$ cat src/rtl/parking_timer_pkg.sv
// -----------------------------------------------------------------------------
// parking_timer_pkg
// Shared definitions for the four-slot parking timer:
//   - display-state encoding (SHOW_CAP / SHOW_TIME / SHOW_BILL)
//   - MAX_MIN / MAX_SEC saturation limits of a slot timer
//   - mm:ss record type and its saturating one-second increment
// -----------------------------------------------------------------------------
package parking_timer_pkg;

    // Display states, kept as plain constants so older tools can share them.
    localparam logic [1:0] SHOW_CAP  = 2'd0;
    localparam logic [1:0] SHOW_TIME = 2'd1;
    localparam logic [1:0] SHOW_BILL = 2'd2;

    // Timer limits: a stay longer than 59:59 stays pinned at 59:59.
    localparam logic [5:0] MAX_MIN = 6'd59;
    localparam logic [5:0] MAX_SEC = 6'd59;

    localparam int NUM_SLOTS = 4;

    // Elapsed time of one stay.
    typedef struct packed {
        logic [5:0] mins;
        logic [5:0] secs;
    } mmss_t;

    localparam mmss_t ZERO_TIME = 12'd0;

    // Advance a timer by one second; seconds roll into minutes and the
    // whole value saturates at MAX_MIN:MAX_SEC.
    function automatic mmss_t mmss_inc(input mmss_t t);
        mmss_t r;
        r = t;
        if (t.secs == MAX_SEC) begin
            if (t.mins == MAX_MIN) begin
                r = t;
            end else begin
                r.secs = 6'd0;
                r.mins = t.mins + 6'd1;
            end
        end else begin
            r.secs = t.secs + 6'd1;
        end
        return r;
    endfunction

endpackage

$ cat src/rtl/parking_timer_tick_gen.sv
// -----------------------------------------------------------------------------
// tick_gen
// Divides the system clock down to a one-cycle enable once per second.
// The counter runs 0..CLK_FREQUENCY-1; tick is high for the one cycle in
// which the counter sits at its terminal value.
// Ports:
//   clk   in  system clock, rising edge
//   reset in  synchronous active-high reset (counter back to 0)
//   tick  out one-cycle pulse every CLK_FREQUENCY cycles (registered)
// -----------------------------------------------------------------------------
module tick_gen #(
    parameter int CLK_FREQUENCY = 40_000_000
) (
    input  logic clk,
    input  logic reset,
    output logic tick
);

    localparam int             CW       = (CLK_FREQUENCY > 1) ? $clog2(CLK_FREQUENCY) : 1;
    localparam logic [CW-1:0]  TERMINAL = CW'(CLK_FREQUENCY - 1);

    logic [CW-1:0] count_r;
    logic [CW-1:0] count_next_s;
    logic          tick_r;

    // Next counter value with wrap at the terminal count.
    always_comb begin
        count_next_s = count_r;
        if (count_r == TERMINAL) begin
            count_next_s = {CW{1'b0}};
        end else begin
            count_next_s = count_r + CW'(1);
        end
    end

    // Counter and tick flag; tick is registered from the next count so it is
    // high exactly while count_r holds the terminal value.
    always_ff @(posedge clk) begin
        if (reset) begin
            count_r <= {CW{1'b0}};
            tick_r  <= 1'b0;
        end else begin
            count_r <= count_next_s;
            tick_r  <= (count_next_s == TERMINAL);
        end
    end

    assign tick = tick_r;

endmodule

$ cat src/rtl/parking_timer.sv
// -----------------------------------------------------------------------------
// parking_timer
// Four-slot parking timer with a three-state display.
//   - Each slot runs an mm:ss timer while occupied (1 s resolution).
//   - Leaving an occupied slot captures its elapsed time as the bill,
//     pulses bill_valid and shows the bill for BILL_HOLD seconds.
//   - mode_btn toggles between capacity view and the time of view_slot.
// Ports:
//   clk, reset            rising-edge clock, synchronous active-high reset
//   park_evt, park_slot   pulse + slot index: car arrives
//   leave_evt, leave_slot pulse + slot index: car leaves
//   view_slot             slot shown in time view
//   mode_btn              debounced pulse: toggle display mode
//   mode                  0 = capacity view, 1 = time/bill view
//   minutes, seconds      displayed time
//   bill_valid            one-cycle pulse when a bill is captured
//   active                per-slot occupied/running flags
// All outputs are registered and reflect the state after the input cycle.
// -----------------------------------------------------------------------------
module parking_timer
    import parking_timer_pkg::*;
#(
    parameter int CLK_FREQUENCY = 40_000_000,
    parameter int BILL_HOLD     = 5
) (
    input  logic       clk,
    input  logic       reset,
    input  logic       park_evt,
    input  logic [1:0] park_slot,
    input  logic       leave_evt,
    input  logic [1:0] leave_slot,
    input  logic [1:0] view_slot,
    input  logic       mode_btn,
    output logic       mode,
    output logic [5:0] minutes,
    output logic [5:0] seconds,
    output logic       bill_valid,
    output logic [3:0] active
);

    localparam int            HW        = (BILL_HOLD > 0) ? $clog2(BILL_HOLD + 1) : 1;
    localparam logic [HW-1:0] HOLD_LOAD = HW'(BILL_HOLD);

    // ------------------------------------------------------------------
    // State
    // ------------------------------------------------------------------
    logic          tick_s;
    logic [3:0]    active_r;
    mmss_t         timer_r [NUM_SLOTS];
    mmss_t         bill_r;
    logic [HW-1:0] hold_r;
    logic [1:0]    state_r;
    logic          mode_r;
    logic [5:0]    minutes_r;
    logic [5:0]    seconds_r;
    logic          bill_valid_r;

    // ------------------------------------------------------------------
    // Next-state signals
    // ------------------------------------------------------------------
    logic [3:0]    park_hit_s;
    logic [3:0]    leave_hit_s;
    logic          billed_s;
    logic [3:0]    active_s;
    mmss_t         timer_s [NUM_SLOTS];
    mmss_t         bill_s;
    logic [HW-1:0] hold_s;
    logic [1:0]    state_s;
    mmss_t         view_time_s;
    mmss_t         disp_s;
    logic          mode_s;

    tick_gen #(
        .CLK_FREQUENCY(CLK_FREQUENCY)
    ) u_tick_gen (
        .clk  (clk),
        .reset(reset),
        .tick (tick_s)
    );

    // Decode events to per-slot hits; a leave only counts on an occupied slot.
    assign park_hit_s  = park_evt  ? (4'b0001 << park_slot)  : 4'b0000;
    assign leave_hit_s = (leave_evt ? (4'b0001 << leave_slot) : 4'b0000) & active_r;
    assign billed_s    = |leave_hit_s;

    // The bill is the timer value before any same-cycle tick is applied.
    assign bill_s = billed_s ? timer_r[leave_slot] : bill_r;

    // Per-slot timer and occupancy update.
    always_comb begin
        active_s = active_r;
        for (int i = 0; i < NUM_SLOTS; i++) begin
            timer_s[i] = timer_r[i];
            // A park on a free slot, or on a slot vacated this same cycle,
            // starts a fresh stay; the tick is deliberately not applied.
            if (park_hit_s[i] && (!active_r[i] || leave_hit_s[i])) begin
                active_s[i] = 1'b1;
                timer_s[i]  = ZERO_TIME;
            end else if (leave_hit_s[i]) begin
                active_s[i] = 1'b0;
                timer_s[i]  = ZERO_TIME;
            end else if (active_r[i] && tick_s) begin
                timer_s[i]  = mmss_inc(timer_r[i]);
            end else begin
                timer_s[i]  = timer_r[i];
            end
        end
    end

    // Display FSM; a billed leave wins over mode_btn and re-arms the hold.
    always_comb begin
        state_s = state_r;
        hold_s  = hold_r;
        if (billed_s) begin
            state_s = SHOW_BILL;
            hold_s  = HOLD_LOAD;
        end else begin
            case (state_r)
                SHOW_CAP: begin
                    if (mode_btn) begin
                        state_s = SHOW_TIME;
                    end else begin
                        state_s = SHOW_CAP;
                    end
                end
                SHOW_TIME: begin
                    if (mode_btn) begin
                        state_s = SHOW_CAP;
                    end else begin
                        state_s = SHOW_TIME;
                    end
                end
                SHOW_BILL: begin
                    if (mode_btn) begin
                        state_s = SHOW_CAP;
                        hold_s  = {HW{1'b0}};
                    end else if (tick_s) begin
                        // Leave when the decrement reaches zero (or if the
                        // hold was zero to begin with).
                        if (hold_r <= HW'(1)) begin
                            state_s = SHOW_CAP;
                            hold_s  = {HW{1'b0}};
                        end else begin
                            state_s = SHOW_BILL;
                            hold_s  = hold_r - HW'(1);
                        end
                    end else begin
                        state_s = SHOW_BILL;
                    end
                end
                default: begin
                    state_s = SHOW_CAP;
                    hold_s  = {HW{1'b0}};
                end
            endcase
        end
    end

    // Time of the viewed slot after this cycle's update; free slots show 00:00.
    assign view_time_s = active_s[view_slot] ? timer_s[view_slot] : ZERO_TIME;

    // Display content for the next state, so outputs follow events by one cycle.
    always_comb begin
        mode_s = 1'b0;
        disp_s = ZERO_TIME;
        case (state_s)
            SHOW_CAP: begin
                mode_s = 1'b0;
                disp_s = ZERO_TIME;
            end
            SHOW_TIME: begin
                mode_s = 1'b1;
                disp_s = view_time_s;
            end
            SHOW_BILL: begin
                mode_s = 1'b1;
                disp_s = bill_s;
            end
            default: begin
                mode_s = 1'b0;
                disp_s = ZERO_TIME;
            end
        endcase
    end

    // State and output registers; reset discards every stay and pending bill.
    always_ff @(posedge clk) begin
        if (reset) begin
            active_r     <= 4'b0000;
            for (int i = 0; i < NUM_SLOTS; i++) begin
                timer_r[i] <= ZERO_TIME;
            end
            bill_r       <= ZERO_TIME;
            hold_r       <= {HW{1'b0}};
            state_r      <= SHOW_CAP;
            mode_r       <= 1'b0;
            minutes_r    <= 6'd0;
            seconds_r    <= 6'd0;
            bill_valid_r <= 1'b0;
        end else begin
            active_r     <= active_s;
            for (int i = 0; i < NUM_SLOTS; i++) begin
                timer_r[i] <= timer_s[i];
            end
            bill_r       <= bill_s;
            hold_r       <= hold_s;
            state_r      <= state_s;
            mode_r       <= mode_s;
            minutes_r    <= disp_s.mins;
            seconds_r    <= disp_s.secs;
            bill_valid_r <= billed_s;
        end
    end

    assign mode       = mode_r;
    assign minutes    = minutes_r;
    assign seconds    = seconds_r;
    assign bill_valid = bill_valid_r;
    assign active     = active_r;

endmodule
$ cat config.mk
export PLATFORM = sky130hd
export DESIGN_NAME = parking_timer
export DESIGN_NICKNAME = d
export VERILOG_FILES = /design/src/rtl/parking_timer_pkg.sv /design/src/rtl/parking_timer_tick_gen.sv /design/src/rtl/parking_timer.sv
export SDC_FILE = /design/constraint.sdc
export NUM_CORES = 1
export LEC_CHECK = 0
export BUFFER_PORTS_ARGS = -buffer_cell sky130_fd_sc_hd__buf_2
export CELL_PAD_IN_SITES_DETAIL_PLACEMENT = 0
export CELL_PAD_IN_SITES_GLOBAL_PLACEMENT = 1
export CORE_MARGIN = 1.5
export CORE_UTILIZATION = 42
export CTS_CLUSTER_SIZE = 20
export DETAILED_ROUTE_END_ITERATION = 7
export GPL_TIMING_DRIVEN = 0
export PLACE_DENSITY = 0.75
export SLEW_MARGIN = 20
export SYNTH_ARGS = -nofsm -noshare
export SYNTH_HDL_FRONTEND = slang
export SYNTH_SLANG_ARGS = --single-unit
$ cat constraint.sdc
create_clock -name clk -period 7.9 [get_ports clk]
set_clock_uncertainty 0.1 [all_clocks]
set_input_delay 1.58 -clock clk [delete_from_list [all_inputs] [get_ports clk]]
set_output_delay 1.58 -clock clk [all_outputs]
set_load 0.01 [all_outputs]
==> flow_summary.json <==
{
  "fin_ws_ns": 3.00,
  "tightest_slew_ns": 0.694,
  "numCtsBuffers": 9,
  "rsz0062_at_grt": "no",
  "ys_warn_count": 0,
  "detail-route-antenna-nets": 0,
  "critPathMaxStageDelay_ns": 0.52,
  "internal_power_w": 0.000840,
  "synth_seq_cells": 110,
  "clock_sinks": 110,
  "fin_crit_ns": 4.90,
  "cts-resized-gates": 0,
  "post-place-ws_ns": 2.71,
  "htree_levels": 3,
  "die_h_um": 123,
  "p_clk_frac": 0.414,
  "n_antenna_cell": 0,
  "critPathArrivalTime_ns": 5.01,
  "coreArea_um2": 13900,
  "syn_area_per_cell_um2": 8.75,
  "drt_iter0_markers": 545,
  "wl_per_cell_um": 20.1,
  "port_buffers": 25,
  "status": "complete, no violations",
  "place_inst": 895,
  "synth_nets": 714,
  "cts.clk_slew.worst_paths_ns": 0.07,
  "cts-hold-fix-buffers": 0,
  "final_nets": 750,
  "hold_ws_ns": 0.401,
  "cp_cell_sequence": "buf_2 -> mux4_2 -> nand2_1 -> inv_1 -> or3_1 -> inv_1 -> ha_1 -> inv_1 -> a2111oi_0 -> o21ai_1 -> buf_2 -> o32ai_1",
  "place.gp.congestion": 0.943,
  "synth_edf_count": 0,
  "io_pins": 29,
  "swShare": 0.237,
  "end_kind": "register",
  "worst_skew_pair.late_latency_ns": 0.36,
  "drive_gt1_frac": 0.114,
  "grt_usage": 0.249,
  "area_delta_synth_final_pct": 10.5,
  "die-area_um2": 15100,
  "grt_max_degree": 16,
  "async_flop_share": 0,
  "clock_path_buffers": 2,
  "cap_violations": 0,
  "power_frac_seq": 0.513,
  "syn_area_um2": 6030,
  "seq_area_frac_synth": 0.365,
  "synthFlopType": "dfxtp_1",
  "std_cell_rows": 43,
  "power_density_nw_per_um2": 165,
  "totalWireLength_mm": 18.3,
  "grt_pass1_vias": 5143,
  "netlist-cell-type-count": 75,
  "drcViolationCount": 0,
  "start_util": 0.433,
  "post-route-period-util": 0.620,
  "vias": 5566,
  "fmax_ghz": 0.204,
  "leakage_nw": 2.41,
  "slew_headroom": 0.525,
  "crit_top_cell": "inv_1",
  "crit_path_top_delay_cell": "mux4_2",
  "die_w_um": 123,
  "cts_tree": "done",
  "cts_setup_buffers": 0,
  "drtPass1Iterations": 5,
  "worstPathRequired_ns": 8.01,
  "fin_cells": 910,
  "antenna_found_initial": 0,
  "routed_via_density": 6.12,
  "place_hpwl_mm": 14.0,
  "ff2ff_setup_slack_ns": 3.90,
  "maxSlewViolCount": 0,
  "setup-violations-final": 0,
  "cts_root_buffer": "clkbuf_16",
  "path_class": "in -> reg",
  "n_fill_cell": 1359,
  "overflow": 0,
  "postSynthCellCount": 690,
  "hold_class": "reg -> reg",
  "switchingPower_w": 0.000260,
  "cp_max_fo": 10,
  "vdd.ir_drop.worst_v": 0.000140,
  "hold_viol": 0,
  "p_comb_frac": 0.073,
  "grt_pass1_wl_mm": 27.9,
  "tns_ns": 0,
  "start_kind": "input pin"
}
-- worst max-delay path: cells and delay by family --
family | cells | cell delay [ns]
fa+ha+maj | 1 | 0.14
mux | 1 | 0.52
simple gates | 2 | 0.85
buf+inv | 5 | 0.73
compound gates | 3 | 1.16
-- cell families (layout without fill, tap and decap cells) --
logic type,after synthesis,count (layout),synth area share
adder cells (fa/ha/maj),13,13,0.0270
XOR/XNOR,47,47,0.0682
buffers and inverters,52,92,0.0359
flip-flops,110,110,0.365
AND/OR/NAND/NOR,318,318,0.277
AO/OA/AOI/OAI,115,115,0.141
multiplexers,35,35,0.0852
-- state kept, by name, indices dropped and copies added, names as in the netlist --
signal,count
active,4
bill_r,12
bill_valid,1
hold_r,3
minutes,6
mode,1
seconds,6
state_r,2
timer_r,48
u_tick_gen.count_r,26
u_tick_gen.tick,1
-- worst paths after layout --
check / start / end / cells after the start
min reg2reg: u_tick_gen.count_r[0] / u_tick_gen.count_r[0] / 1
max reg2reg: active[1] / seconds[5] / 12
max: leave_slot[1] / seconds[5] / 12
min: u_tick_gen.count_r[0] / u_tick_gen.count_r[0] / 1
-- final cells by class --
type	count	area (um^2)	share of cell area
multi-input combinational	528	3620	0.542
inverter	21	78.8	0.0118
tap	180	225	0.0338
clock buffer	14	254	0.0381
buffer	31	138	0.0206
sequential	110	2200	0.330
clock inverter	1	30.0	0.00450
timing repair buffer	25	125	0.0188
-- per-stage QoR --
step / area [um^2] / power [W] / util
floorplan: 6030 / 0.000628 / -
finish: 6670 / 0.00110 / 0.479
CTS: 6670 / 0.00111 / 0.479
global placement: 6380 / 0.000656 / 0.458
detailed placement: 6380 / 0.000657 / 0.458
global route: 6670 / 0.00114 / 0.479
-- synth_stat cells (5+ instances only) --
master	count	share of area
mux2i_1	21	0.035
nand3b_1	8	0.010
and2_1	6	0.0062
ha_1	13	0.027
xor2_1	22	0.032
a21oi_1	19	0.016
nor2_1	109	0.068
o221a_2	7	0.013
nor2b_1	12	0.012
clkbuf_1	15	0.0093
nand3_1	35	0.029
nor3_1	18	0.015
a31oi_1	8	0.0083
inv_1	21	0.013
and3_1	7	0.0073
nand4_1	25	0.026
o211ai_1	5	0.0062
and4_1	6	0.0087
buf_2	10	0.0083
nand2_1	39	0.024
xnor2_1	25	0.036
nor4_1	8	0.0083
o32ai_1	10	0.015
dfxtp_1	110	0.36
mux4_2	13	0.049
o21ai_0	10	0.0083
o22ai_1	8	0.0083
nand2b_1	12	0.012
-- placed cells by master (no fill, tap or decap), types with 19 or more instances in the layout --
cell / count
buf_2: 35
inv_1: 21
xnor2_1: 25
clkbuf_1: 19
nand2_1: 39
dfxtp_1: 110
a21oi_1: 19
xor2_1: 22
mux2i_1: 21
nand4_1: 25
nand3_1: 35
nor2_1: 109
-- power groups by stage --
stage	Clock [W]	Sequential (W)	Combinational, W
detailed placement	0	0.000577	0.0000798
finish	0.000456	0.000564	0.0000807
global placement	0	0.000577	0.0000795
global route	0.000486	0.000564	0.0000881
CTS	0.000469	0.000564	0.0000801
floorplan	0	0.000577	0.0000509
-- metal layers --
metal | part of all wire | global-route usage
met5 | 0 | 0
met2 | 0.48 | 0.431
met3 | 0.063 | 0.0455
met4 | 0.028 | 0.0807
met1 | 0.43 | 0.313
(Power assumes the default switching activity.)
